==> config.mk <==
export PLATFORM = sky130hd
export DESIGN_NAME = gpio_bank
export DESIGN_NICKNAME = d
export VERILOG_FILES = /design/src/rtl/gpio_bank.sv
export SDC_FILE = /design/constraint.sdc
export NUM_CORES = 1
export LEC_CHECK = 0
export BUFFER_PORTS_ARGS = -buffer_cell sky130_fd_sc_hd__clkbuf_2
export CAP_MARGIN = 20
export CORE_AREA = 3 3 125 127
export CTS_CLUSTER_SIZE = 20
export DETAILED_ROUTE_END_ITERATION = 6
export DIE_AREA = 0 0 128 130
export GPL_TIMING_DRIVEN = 0
export PLACE_DENSITY_LB_ADDON = 0.12
export RECOVER_POWER = 25
export REMOVE_ABC_BUFFERS = 1
export SETUP_SLACK_MARGIN = 0.02
export SYNTH_ARGS = -nofsm -noshare
export SYNTH_HDL_FRONTEND = slang
export SYNTH_SLANG_ARGS = --single-unit
==> constraint.sdc <==
create_clock -name clk -period 8.3 [get_ports clk]
set_input_delay 1.66 -clock clk [delete_from_list [all_inputs] [get_ports clk]]
set_output_delay 1.66 -clock clk [all_outputs]
set_load 0.005 [all_outputs]
==> src/rtl/gpio_bank.sv <==
// gpio_bank: bus-attached GPIO peripheral with NCH synchronised input channels,
// per-channel sticky change flags, maskable level interrupt and a set/clear
// output register.
// Optional feature macro: GPIO_SNAPSHOT_EN. When it is defined, the CTRL
// register captures a coherent snapshot of all channels. Channel reads then
// return the snapshot instead of the live synchronised value.
module gpio_bank #(
   parameter int unsigned NCH         = 4,
   parameter int unsigned IWIDTH      = 12,
   parameter int unsigned OWIDTH      = 32,
   parameter int unsigned SYNC_STAGES = 2
) (
   input  logic                  clk,
   input  logic                  reset,
   input  logic                  cs,
   input  logic                  we,
   input  logic [4:0]            addr,
   input  logic [31:0]           wdat,
   output logic [31:0]           rdat,
   input  logic [NCH*IWIDTH-1:0] gp_in,
   output logic [OWIDTH-1:0]     gp_out,
   output logic                  irq
);

   localparam int unsigned W = NCH * IWIDTH;

   localparam logic [4:0] ADDR_OUT  = 5'h10;
   localparam logic [4:0] ADDR_SET  = 5'h11;
   localparam logic [4:0] ADDR_CLR  = 5'h12;
   localparam logic [4:0] ADDR_CHG  = 5'h13;
   localparam logic [4:0] ADDR_IEN  = 5'h14;
   localparam logic [4:0] ADDR_CTRL = 5'h15;

   logic              wr_en, rd_en;
   logic [W-1:0]      sync_w;
   logic [W-1:0]      prev_q;
   logic [NCH-1:0]    chg_q, chg_d, chg_set;
   logic [NCH-1:0]    irq_en_q;
   logic [OWIDTH-1:0] gp_out_q, gp_out_d;
   logic [31:0]       rdat_q, rd_data;
   logic              irq_q;
   logic [NCH-1:0][IWIDTH-1:0] rd_src;

   assign wr_en = cs & we;
   assign rd_en = cs & ~we;

   generate
      if (SYNC_STAGES == 0) begin : g_bypass
         assign sync_w = gp_in;
      end else begin : g_sync
         logic [W-1:0] pipe_q [SYNC_STAGES];

         // Per-bit synchroniser chain; gives no multi-bit coherence
         always_ff @(posedge clk or posedge reset) begin
            if (reset) begin
               for (int s = 0; s < SYNC_STAGES; s++) pipe_q[s] <= '0;
            end else begin
               pipe_q[0] <= gp_in;
               for (int s = 1; s < SYNC_STAGES; s++) pipe_q[s] <= pipe_q[s-1];
            end
         end

         assign sync_w = pipe_q[SYNC_STAGES-1];
      end
   endgenerate

   // Per-channel change detection against the previous synchronised sample
   always_comb begin
      chg_set = '0;
      for (int i = 0; i < NCH; i++) begin
         chg_set[i] = (sync_w[i*IWIDTH +: IWIDTH] != prev_q[i*IWIDTH +: IWIDTH]);
      end
   end

   // Sticky flags: a new change beats a same-cycle W1C
   always_comb begin
      chg_d = chg_q;
      if (wr_en && addr == ADDR_CHG) chg_d = chg_q & ~wdat[NCH-1:0];
      chg_d = chg_d | chg_set;
   end

   // Output register with plain, set and clear write ports
   always_comb begin
      gp_out_d = gp_out_q;
      if (wr_en) begin
         case (addr)
            ADDR_OUT: gp_out_d = wdat[OWIDTH-1:0];
            ADDR_SET: gp_out_d = gp_out_q | wdat[OWIDTH-1:0];
            ADDR_CLR: gp_out_d = gp_out_q & ~wdat[OWIDTH-1:0];
            default:  gp_out_d = gp_out_q;
         endcase
      end
   end

`ifdef GPIO_SNAPSHOT_EN
   logic [W-1:0] snap_q;
   logic         auto_q;
   logic         snap_take;

   assign snap_take = (wr_en && addr == ADDR_CTRL && wdat[0]) || (auto_q && (|chg_set));
   assign rd_src    = snap_q;

   // Snapshot storage and auto-snapshot control bit
   always_ff @(posedge clk or posedge reset) begin
      if (reset) begin
         snap_q <= '0;
         auto_q <= 1'b0;
      end else begin
         if (snap_take) snap_q <= sync_w;
         if (wr_en && addr == ADDR_CTRL) auto_q <= wdat[1];
      end
   end
`else
   assign rd_src = sync_w;
`endif

   // Read data mux; unmapped addresses return zero
   always_comb begin
      rd_data = '0;
      if (addr < 5'(NCH)) begin
         for (int i = 0; i < NCH; i++) begin
            if (addr == 5'(i)) rd_data = 32'(rd_src[i]);
         end
      end else begin
         case (addr)
            ADDR_OUT:  rd_data = 32'(gp_out_q);
            ADDR_CHG:  rd_data = 32'(chg_q);
            ADDR_IEN:  rd_data = 32'(irq_en_q);
`ifdef GPIO_SNAPSHOT_EN
            ADDR_CTRL: rd_data = {30'd0, auto_q, 1'b0};
`endif
            default:   rd_data = '0;
         endcase
      end
   end

   // Architectural state registers
   always_ff @(posedge clk or posedge reset) begin
      if (reset) begin
         prev_q   <= '0;
         chg_q    <= '0;
         irq_en_q <= '0;
         gp_out_q <= '0;
         rdat_q   <= '0;
         irq_q    <= 1'b0;
      end else begin
         prev_q   <= sync_w;
         chg_q    <= chg_d;
         gp_out_q <= gp_out_d;
         irq_q    <= |(chg_q & irq_en_q);
         if (wr_en && addr == ADDR_IEN) irq_en_q <= wdat[NCH-1:0];
         if (rd_en) rdat_q <= rd_data;
      end
   end

   assign rdat   = rdat_q;
   assign gp_out = gp_out_q;
   assign irq    = irq_q;

endmodule
==> impl_metrics.ini, run 1 <==
[pwr]
ir_drop_uv = 174
p_int_mw = 1.78
pwr-share-seq_pct = 51.4
switching_share_pct = 23.0
p_sw_mw = 0.532
power_frac_comb_pct = 8.7
p_leak_nw = 4.35
p_per_area_nw_per_um2 = 245
clockPowerShare_pct = 39.9

[worst_setup_path]
cp.required_ns = 8.68
cp.arrival_ns = 3.91
cp_cell_sequence = clkbuf_2 -> and2_1 -> nor4_4 -> buf_6 -> o21ai_0 -> a22o_1
crit_fanout = 29
end_kind = register
max_stage_delay_ns = 0.78
start_kind = input pin
crit_type = in2reg
slowest_stage = nor4_4
r2r_setup_slack_ns = 6.96

[cts]
clkSinkCount = 217
cts_made_buffers = 22
cts_buffer_depth = 3
cts-root-buf = clkbuf_16
post-cts-setup-buffers = 0
cts_tree = yes
clk_latency_ns = 0.49
cts_hold_buf = 0
clk_pin_slew_worst_paths_ns = 0.06
htreeDepth = 1
cts_resized = 0

[routing]
drtIter0Drc = 247
routed_wl_um = 16700
wire_per_inst_um = 18.3
routed_via_density = 5.45
drc_errors = 0
via_count = 4974
drt_first_pass_iters = 5
antenna_left = 0

[floorplanning]
fp.dieArea_um2 = 16600
core_area_um2 = 14500
die_x_um = 128
std_cell_rows = 44
die_h_um = 130
start_util_pct = 53.7
ios = 154

[finish]
multi_input_area_um2 = 2220
seqCellArea_um2 = 5430
layout_commonest_cell = dfrtp_1
final_nets = 805
final_cell_mix = 217 x dfrtp_1, 153 x clkbuf_2, 58 x nand2_1, 48 x xnor2_1, 42 x o21ai_0
post-route-util_pct = 65.2
num-fill-cells = 1128
area_growth_pct = 21.5
drive_gt1_share_pct = 31.2
num_antenna_cells = 0

[timing]
hold_viol = 0
whs_ns = 0.340
finalSetupViolations = 0
worstMarginPinSlew_ns = 1.07
fin_crit_ns = 3.53
fin_crit_sh_pct = 42.6
finalSetupTns_ns = 0
clock.fmax_mhz = 283
finalMaxSlewViolations = 0
rsz0062_at_grt = false
finClkSkew_ns = 0.00517
relSlewSlack_pct = 28.0

[synthesis]
ys_async_sr_fraction_pct = 100
yosysSeqAreaShare_pct = 69.6
synth-edff-count = 0
netlist_instances = 558
synthDistinctLibCells = 42
yosys_register_bits = 217
ys.flop_type = dfrtp_1
synth_area_um2 = 7800
yosys_warnings = 0
synth.avg_cell_area_um2 = 14.0

[global_route]
grt_start_max_net_pins = 111
antenna_found_initial = 2
grt_pass1_vias = 4915
grt_pass1_wl_um = 26400
grtUsageTotal_pct = 20.1
overflow = 0

[place]
gp_congestion = 0.826
io_buffers = 153
hpwl_um = 11800

[run]
max_cap_violations = 0

[hold_path]
hold_class = reg2reg

[run_status]
outcome = finished, final reports clean
power by group through the flow:
stage | combinational, mW | sequential (mW) | clock (mW)
final | 0.202 | 1.19 | 0.924
after global routing | 0.225 | 1.20 | 0.996
after CTS | 0.206 | 1.19 | 0.947
after detailed placement | 0.205 | 1.21 | 0
after global placement | 0.195 | 1.21 | 0
after floorplan | 0.102 | 1.20 | 0
path summary, 6_finish.rpt:
| path | from | end | cells after the start |
|---|---|---|---|
| worst max-delay path | addr[0] | gp_out[19]$_DFFE_PP0P_ | 6 |
| worst min-delay path | g_sync.pipe_q[57]$_DFF_PP0_ | rd_src[9]$_DFF_PP0_ | 0 |
| worst max register to register | rd_src[28]$_DFF_PP0_ | rdat[4]$_DFFE_PP0P_ | 3 |
| worst min register to register | g_sync.pipe_q[57]$_DFF_PP0_ | rd_src[9]$_DFF_PP0_ | 0 |
| max in group asynchronous | reset | prev_q[15]$_DFF_PP0_ | 3 |
| min in group asynchronous | reset | g_sync.pipe_q[92]$_DFF_PP0_ | 2 |
synthesized netlist by cell type, types with 8 or more instances:
| cell type | number | area [um2] |
|---|---|---|
| a222oi_1 | 8 | 80.1 |
| o21ai_0 | 42 | 210 |
| a311oi_2 | 8 | 120 |
| mux2_2 | 16 | 180 |
| xnor2_1 | 48 | 420 |
| nand4_1 | 12 | 75.1 |
| o21ai_1 | 12 | 60.1 |
| buf_2 | 11 | 55.1 |
| nor2_1 | 15 | 56.3 |
| nand2_1 | 58 | 218 |
| a22o_1 | 33 | 289 |
| dfrtp_1 | 217 | 5430 |
| nand3_1 | 12 | 60.1 |
| or3_1 | 8 | 50.1 |
registers in the layout (all words and copies together) (netlist names):
register       count
chg_q              4
irq                1
rdat              32
g_sync.pipe_q     48
rd_src            48
gp_out            32
prev_q            48
irq_en_q           4
per-layer routing:
metal  vias up  global-route usage [%]  part of all wire [%]
li1       2296                       -                     -
met4         4                    4.93                   1.9
met1      2481                    29.0                    43
met2       165                    31.4                    47
met5         -                       0                  0.14
met3        28                    4.87                   7.5
worst max-delay path, delay by kind of cell:
family / cells / cell delay [ns]
compound gates: 2 / 0.34
simple gates: 2 / 1.21
buf+inv: 2 / 0.68
cell type report:
type | instances | share of cell area, %
sequential | 217 | 57.3
multi-input combinational | 312 | 23.5
timing repair buffer | 161 | 9.38
inverter | 2 | 0.158
clock inverter | 3 | 0.225
tap | 184 | 2.43
clock buffer | 33 | 7.00
cells by family (layout without fill, tap and decap cells):
kind of cell           after synthesis  after routing  share of synthesized area (%)
flip-flops                         217            217                           69.6
AO/OA/AOI/OAI                      123            123                           11.7
AND/OR/NAND/NOR                    121            121                           8.39
XOR/XNOR                            49             49                           5.50
buffers and inverters               29            199                           2.05
multiplexers                        19             19                           2.70
through the flow:
| stage | std cells | area (um2) | total power, mW | setup WS (ns) |
|---|---|---|---|---|
| detailed placement | 876 | 8790 | 1.41 | 4.27 |
| floorplan | 531 | 7650 | 1.30 | 0.704 |
| global route | 912 | 9470 | 2.42 | 4.64 |
| global placement | 868 | 8640 | 1.40 | -1.08 |
| CTS | 912 | 9470 | 2.34 | 4.81 |
| finish | 912 | 9470 | 2.32 | 4.77 |
Power figures use the tool's default switching activity.
==> inputs of run 2 (changes only) <==
ABC_AREA = 1   (was unset)
CORE_AREA = 3 3 128 130   (was 3 3 125 127)
DIE_AREA = 0 0 131 133   (was 0 0 128 130)
clock period = 3.4 ns   (was 8.3 ns; I/O delays follow)
==> run 2 against run 1 <==
Compared with the run above:
- worst hold slack got worse by 0.054 ns
- core utilization rose by 1.6 points
- clock power rose to 2.7 times the previous value
- first-iteration DRC count rose by 120%
- power rose to 2.6 times the previous value
- clock skew rose by 0.0025 ns
- wire length rose by 9.8%
- clock-buffer cell count fell by 3
- cell count rose by 32%
- sequential power rose to 2.5 times the previous value
- worst setup slack got worse by 4.4 ns
- sequential share of layout area fell by 4.1 points
==> impl_metrics.ini, run 2 <==
[run_status]
outcome = finished, final reports clean

[floorplanning]
start_util_pct = 55.3
die_h_um = 133
ios = 154
die_x_um = 131
fp.dieArea_um2 = 17400
core_area_um2 = 15300
std_cell_rows = 45

[routing]
wire_per_inst_um = 15.3
drt_first_pass_iters = 6
via_count = 6185
drtIter0Drc = 538
drc_errors = 0
antenna_left = 0
routed_via_density = 5.15
routed_wl_um = 18300

[finish]
final_cell_mix = 222 x nand2_1, 217 x dfrtp_1, 151 x clkbuf_2, 73 x nand4_1, 56 x nand3_1
instances_no_fill = 1200
layout_commonest_cell = nand2_1
drive_gt1_share_pct = 21.1
area_growth_pct = 20.7
seqCellArea_um2 = 5430
multi_input_area_um2 = 2680
num-fill-cells = 1223
final_nets = 1062
num_antenna_cells = 0

[cts]
clk_pin_slew_worst_paths_ns = 0.06
cts_made_buffers = 22
clk_latency_ns = 0.49
cts-root-buf = clkbuf_16
clkSinkCount = 217
htreeDepth = 1
cts_tree = yes
cts_buffer_depth = 3
cts_hold_buf = 0

[timing]
hold_viol = 0
clock.fmax_mhz = 330
fin_crit_ns = 3.03
finClkSkew_ns = 0.00771
relSlewSlack_pct = 29.6
finalSetupViolations = 0
worstMarginPinSlew_ns = 1.06
finalMaxSlewViolations = 0
rsz0062_at_grt = false
fin_crit_sh_pct = 89.0

[synthesis]
synthAdderAreaFrac_pct = 0
synth_top_cells_by_count = 222 x nand2_1, 217 x dfrtp_1, 73 x nand4_1, 56 x nand3_1, 47 x inv_1
synthMuxAreaShare_pct = 0
synthDistinctLibCells = 23
synth_area_um2 = 8440
synth_top_area_share_pct = 64.3
synthSimpleGateAreaFrac_pct = 24.4
ys.flop_type = dfrtp_1
ys_async_sr_fraction_pct = 100
synth.most_common_cell = nand2_1
synth_area_leader_cell = dfrtp_1
synth_top_family_by_area = simple AND/OR/NAND/NOR gates
netlist_instances = 828
synth-edff-count = 0
yosys_register_bits = 217
synth-xor-area-share_pct = 4.67
yosysSeqAreaShare_pct = 64.3
yosys_warnings = 0
synth_area_leaders = dfrtp_1 64%, nand2_1 9.9%, nand4_1 5.4%, xnor2_1 3.4%, nand3_1 3.3%
synth-compound-area-share_pct = 2.25
synth.avg_cell_area_um2 = 10.2

[global_route]
grtUsageTotal_pct = 20.7
grt_pass1_wl_um = 29400
grt_pass1_vias = 5950
overflow = 0
antenna_found_initial = 0
grt_start_max_net_pins = 117

[worst_setup_path]
cp.arrival_ns = 3.45
end_kind = register
critPathTopFamily = simple AND/OR/NAND/NOR gates
crit_type = in2reg
cp_cell_sequence = clkbuf_2 -> inv_1 -> nor2_2 -> nand3_4 -> nand2_2 -> inv_2 -> nand2_2 -> nand2_4 -> clkinv_2 -> nand2_1 -> nand2_1
slowest_stage = nor2_2
critPathBufInv = 4
cp.required_ns = 3.83
max_stage_delay_ns = 0.60
crit_fanout = 33
start_kind = input pin

[place]
hpwl_um = 11900
io_buffers = 153
dp_cells = 1158
gp_congestion = 0.834

[pwr]
p_leak_nw = 5.07
p_total_mw = 6.04
p_per_area_nw_per_um2 = 593
ir_drop_uv = 457

[run]
max_cap_violations = 0

[hold_path]
hold_class = in2reg
-- run 2: cell types whose count changed in the layout (fill, tap and decap cells not counted), moves of 11 or more --
cell,previous run,this run
o21ai_1,12,0
xnor2_1,48,33
nand2_1,58,222
xor2_1,1,12
nand3b_1,0,30
mux2_2,16,0
nand3_1,12,56
a22o_1,33,0
inv_1,1,46
nor2_1,15,44
nand4_1,12,73
-- run 2: path summary, 6_finish.rpt --
check | slack, ns | start | to | cells after the start
min | 0.29 | gp_in[7] | g_sync.pipe_q[55]$_DFF_PP0_ | 1
min reg2reg | 0.35 | g_sync.pipe_q[49]$_DFF_PP0_ | rd_src[1]$_DFF_PP0_ | 0
max reg2reg | 2.12 | rd_src[33]$_DFF_PP0_ | chg_q[2]$_DFF_PP0_ | 4
max | 0.37 | addr[1] | gp_out[17]$_DFFE_PP0P_ | 11
max in group asynchronous | 2.17 | reset | prev_q[39]$_DFF_PP0_ | 3
min in group asynchronous | 0.31 | reset | gp_out[30]$_DFFE_PP0P_ | 2
-- run 2: what timing repair did --
action	in CTS	in global routing
endpoints found under the setup margin	0	30
setup buffers	0	0
gates resized for setup	0	1
-- run 2: cell type report --
class	count	share of cell area [%]
timing repair buffer	157	8.44
multi-input combinational	526	26.3
tap	211	2.59
clock inverter	10	1.17
sequential	217	53.3
clock buffer	30	6.39
inverter	49	1.89
-- run 2: worst reg2reg max path: stages (launching register included) --
cell	delay [ns]
dfrtp_1	0.41
xnor2_1	0.18
nand2_1	0.07
nor3_1	0.36
nand3_1	0.13
-- run 2: report_power, final --
part	internal, mW	switching, mW	leakage (nW)
combinational	0.247	0.319	2.08
clock	1.50	0.974	0.371
sequential	2.80	0.201	2.61
-- run 2: routing by layer --
layer	share of wire, %	global-route usage (%)	vias up
met3	7.5	3.47	32
li1	-	-	3011
met1	43	29.7	2908
met5	0	0	-
met4	2.0	4.97	0
met2	48	33.3	234
-- run 2: per-stage QoR --
stage	setup WS (ns)	area, um2	hold slack (ns)	util [%]	setup TNS, ns
after CTS	0.0508	10200	0.272	66.6	0
after global placement	-5.35	9290	0.333	60.9	-1247.96
final	0.373	10200	0.286	66.8	0
after detailed placement	-0.432	9390	0.335	61.5	-12.59
after floorplan	-3.22	8260	0.331	-	-702.57
after global routing	0.133	10200	0.265	66.8	0
-- run 2: logic make-up after synthesis --
logic type             after synthesis
AO/OA/AOI/OAI                       38
XOR/XNOR                            45
buffers and inverters               86
flip-flops                         217
AND/OR/NAND/NOR                    442
==> inputs of run 3 (changes only) <==
CORE_AREA = 3 3 123 125   (was 3 3 128 130)
CTS_CLUSTER_SIZE = unset   (was 20)
DIE_AREA = 0 0 126 128   (was 0 0 131 133)
clock period = 3.8 ns   (was 3.4 ns; I/O delays follow)
==> run 3 against run 2 <==
Compared with the run above:
- non-clock buffer count stayed put
- global-route usage rose by 2.5 points
- worst setup slack improved by 0.070 ns
- worst hold slack improved by 0.052 ns
- largest cell class unchanged
- highest routed layer unchanged
==> impl_metrics.ini, run 3 (synthesized netlist as in run 2, its figures left out) <==
[global_route]
overflow = 0
grt_pass1_vias = 6194
grtUsageTotal_pct = 23.3
antenna_found_initial = 0
grt_pass1_wl_um = 30600
grt_start_max_net_pins = 113

[worst_setup_path]
worstReg2RegEnd = chg_q[0]$_DFF_PP0_
r2r-start = rd_src[11]$_DFF_PP0_
end_kind = register
cp_cell_sequence = clkbuf_2 -> inv_1 -> nor2_2 -> nand3_2 -> nand2_2 -> inv_2 -> nand2_2 -> nand2_4 -> clkinv_2 -> nand2_1 -> nand2_1
cp.arrival_ns = 3.78
worst-r2r-cell-count = 4
slowest_stage = nand3_2
r2r_setup_slack_ns = 2.49
crit_fanout = 33
crit_type = in2reg
worstSetupStartpoint = addr[1]
cp.required_ns = 4.22
start_kind = input pin
max_stage_delay_ns = 0.65
cp-endpoint = gp_out[16]$_DFFE_PP0P_

[routing]
wire_per_inst_um = 16.1
antenna_left = 0
routed_via_density = 5.34
routed_wl_um = 18800
drc_errors = 0
drt_first_pass_iters = 5
via_count = 6221
drtIter0Drc = 450

[timing]
fin_crit_ns = 3.36
worstMarginPinSlew_ns = 1.03
finalSetupViolations = 0
clock.fmax_mhz = 298
fin_crit_sh_pct = 88.4
finClkSkew_ns = 0.0151
rsz0062_at_grt = false
finalMaxSlewViolations = 0
hold_viol = 0
relSlewSlack_pct = 31.4

[place]
hpwl_um = 12000
io_buffers = 153
dpl-instance-area_um2 = 9350
dp_cells = 1127
gp_congestion = 0.783

[floorplanning]
ios = 154
fp.dieArea_um2 = 16100
die_x_um = 126
std_cell_rows = 43
die_h_um = 128
core_area_um2 = 14000
start_util_pct = 60.4

[finish]
num_antenna_cells = 0
layout_commonest_cell = nand2_1
area_growth_pct = 20.3
drive_gt1_share_pct = 21.1
instances_no_fill = 1166
num-fill-cells = 1015
final_area_um2 = 10200
final_cell_mix = 222 x nand2_1, 217 x dfrtp_1, 151 x clkbuf_2, 73 x nand4_1, 56 x nand3_1
final_nets = 1062

[cts]
clk_pin_slew_worst_paths_ns = 0.07
cts_made_buffers = 22
cts_buffer_depth = 3
clk_latency_ns = 0.49
htreeDepth = 1
cts-root-buf = clkbuf_16
cts_tree = yes
clkSinkCount = 217

[pwr]
pwr-share-seq_pct = 48.8
ir_drop_uv = 450
clockPowerShare_pct = 42.0
p_leak_nw = 5.08
power_frac_comb_pct = 9.2
switching_share_pct = 24.1
p_sw_mw = 1.33
p_per_area_nw_per_um2 = 541
p_int_mw = 4.17

[run]
max_cap_violations = 0

[hold_path]
hold_class = reg2reg

[run_status]
outcome = finished, final reports clean
run 3: metal layers:
metal	track usage, %	wire length [um]	vias to the layer above
met2	39.3	9160	186
met1	32.1	8200	2992
met4	6.69	414	0
li1	-	-	3009
met3	3.13	985	34
met5	0	0	-
run 3: what timing repair did:
item / CTS / global route
gates resized for setup: 0 / 0
buffers inserted: 0 / 0
setup endpoints to repair: 0 / 20
hold buffers: 0 / 0
run 3: worst min path at each step:
| stage | from | to | slack (ns) | depth (start not counted) |
|---|---|---|---|---|
| floorplan | g_sync.pipe_q[48]$_DFF_PP0_ | rd_src[0]$_DFF_PP0_ | 0.33 | 0 |
| global placement | g_sync.pipe_q[82]$_DFF_PP0_ | rd_src[34]$_DFF_PP0_ | 0.33 | 0 |
| detailed placement | g_sync.pipe_q[84]$_DFF_PP0_ | rd_src[36]$_DFF_PP0_ | 0.33 | 0 |
| CTS | g_sync.pipe_q[55]$_DFF_PP0_ | rd_src[7]$_DFF_PP0_ | 0.34 | 0 |
| global route | g_sync.pipe_q[85]$_DFF_PP0_ | rd_src[37]$_DFF_PP0_ | 0.35 | 0 |
| finish | g_sync.pipe_q[55]$_DFF_PP0_ | rd_src[7]$_DFF_PP0_ | 0.34 | 0 |
run 3: through the flow:
step,setup TNS (ns),worst slack (ns),power [mW],util [%],hold slack [ns]
2_1_floorplan,-628.43,-2.90,2.94,-,0.331
3_3_place_gp,-1119.30,-4.87,3.19,66.2,0.331
3_5_place_dp,-3.22,-0.123,3.22,66.8,0.335
4_1_cts,0,0.327,5.54,72.5,0.342
5_1_grt,0,0.0937,5.74,72.6,0.351
6_report,0,0.443,5.50,72.6,0.339
run 3: final cells by class:
| type | instances | area [um2] | area share, % |
|---|---|---|---|
| sequential | 217 | 5430 | 53.4 |
| multi-input combinational | 526 | 2670 | 26.3 |
| timing repair buffer | 157 | 853 | 8.40 |
| clock buffer | 27 | 631 | 6.21 |
| tap | 180 | 225 | 2.22 |
| inverter | 49 | 193 | 1.90 |
| clock inverter | 10 | 159 | 1.56 |
run 3: power groups by stage:
stage | combinational [mW] | clock (mW) | sequential (mW)
finish | 0.506 | 2.31 | 2.68
global route | 0.579 | 2.45 | 2.71
CTS | 0.510 | 2.35 | 2.68
detailed placement | 0.503 | 0 | 2.72
global placement | 0.479 | 0 | 2.71
floorplan | 0.249 | 0 | 2.69
run 3: critical path, delay by kind of cell:
kind                   cells  cell delay [ns]
buffers and inverters      4             0.87
AND/OR/NAND/NOR            7             2.12
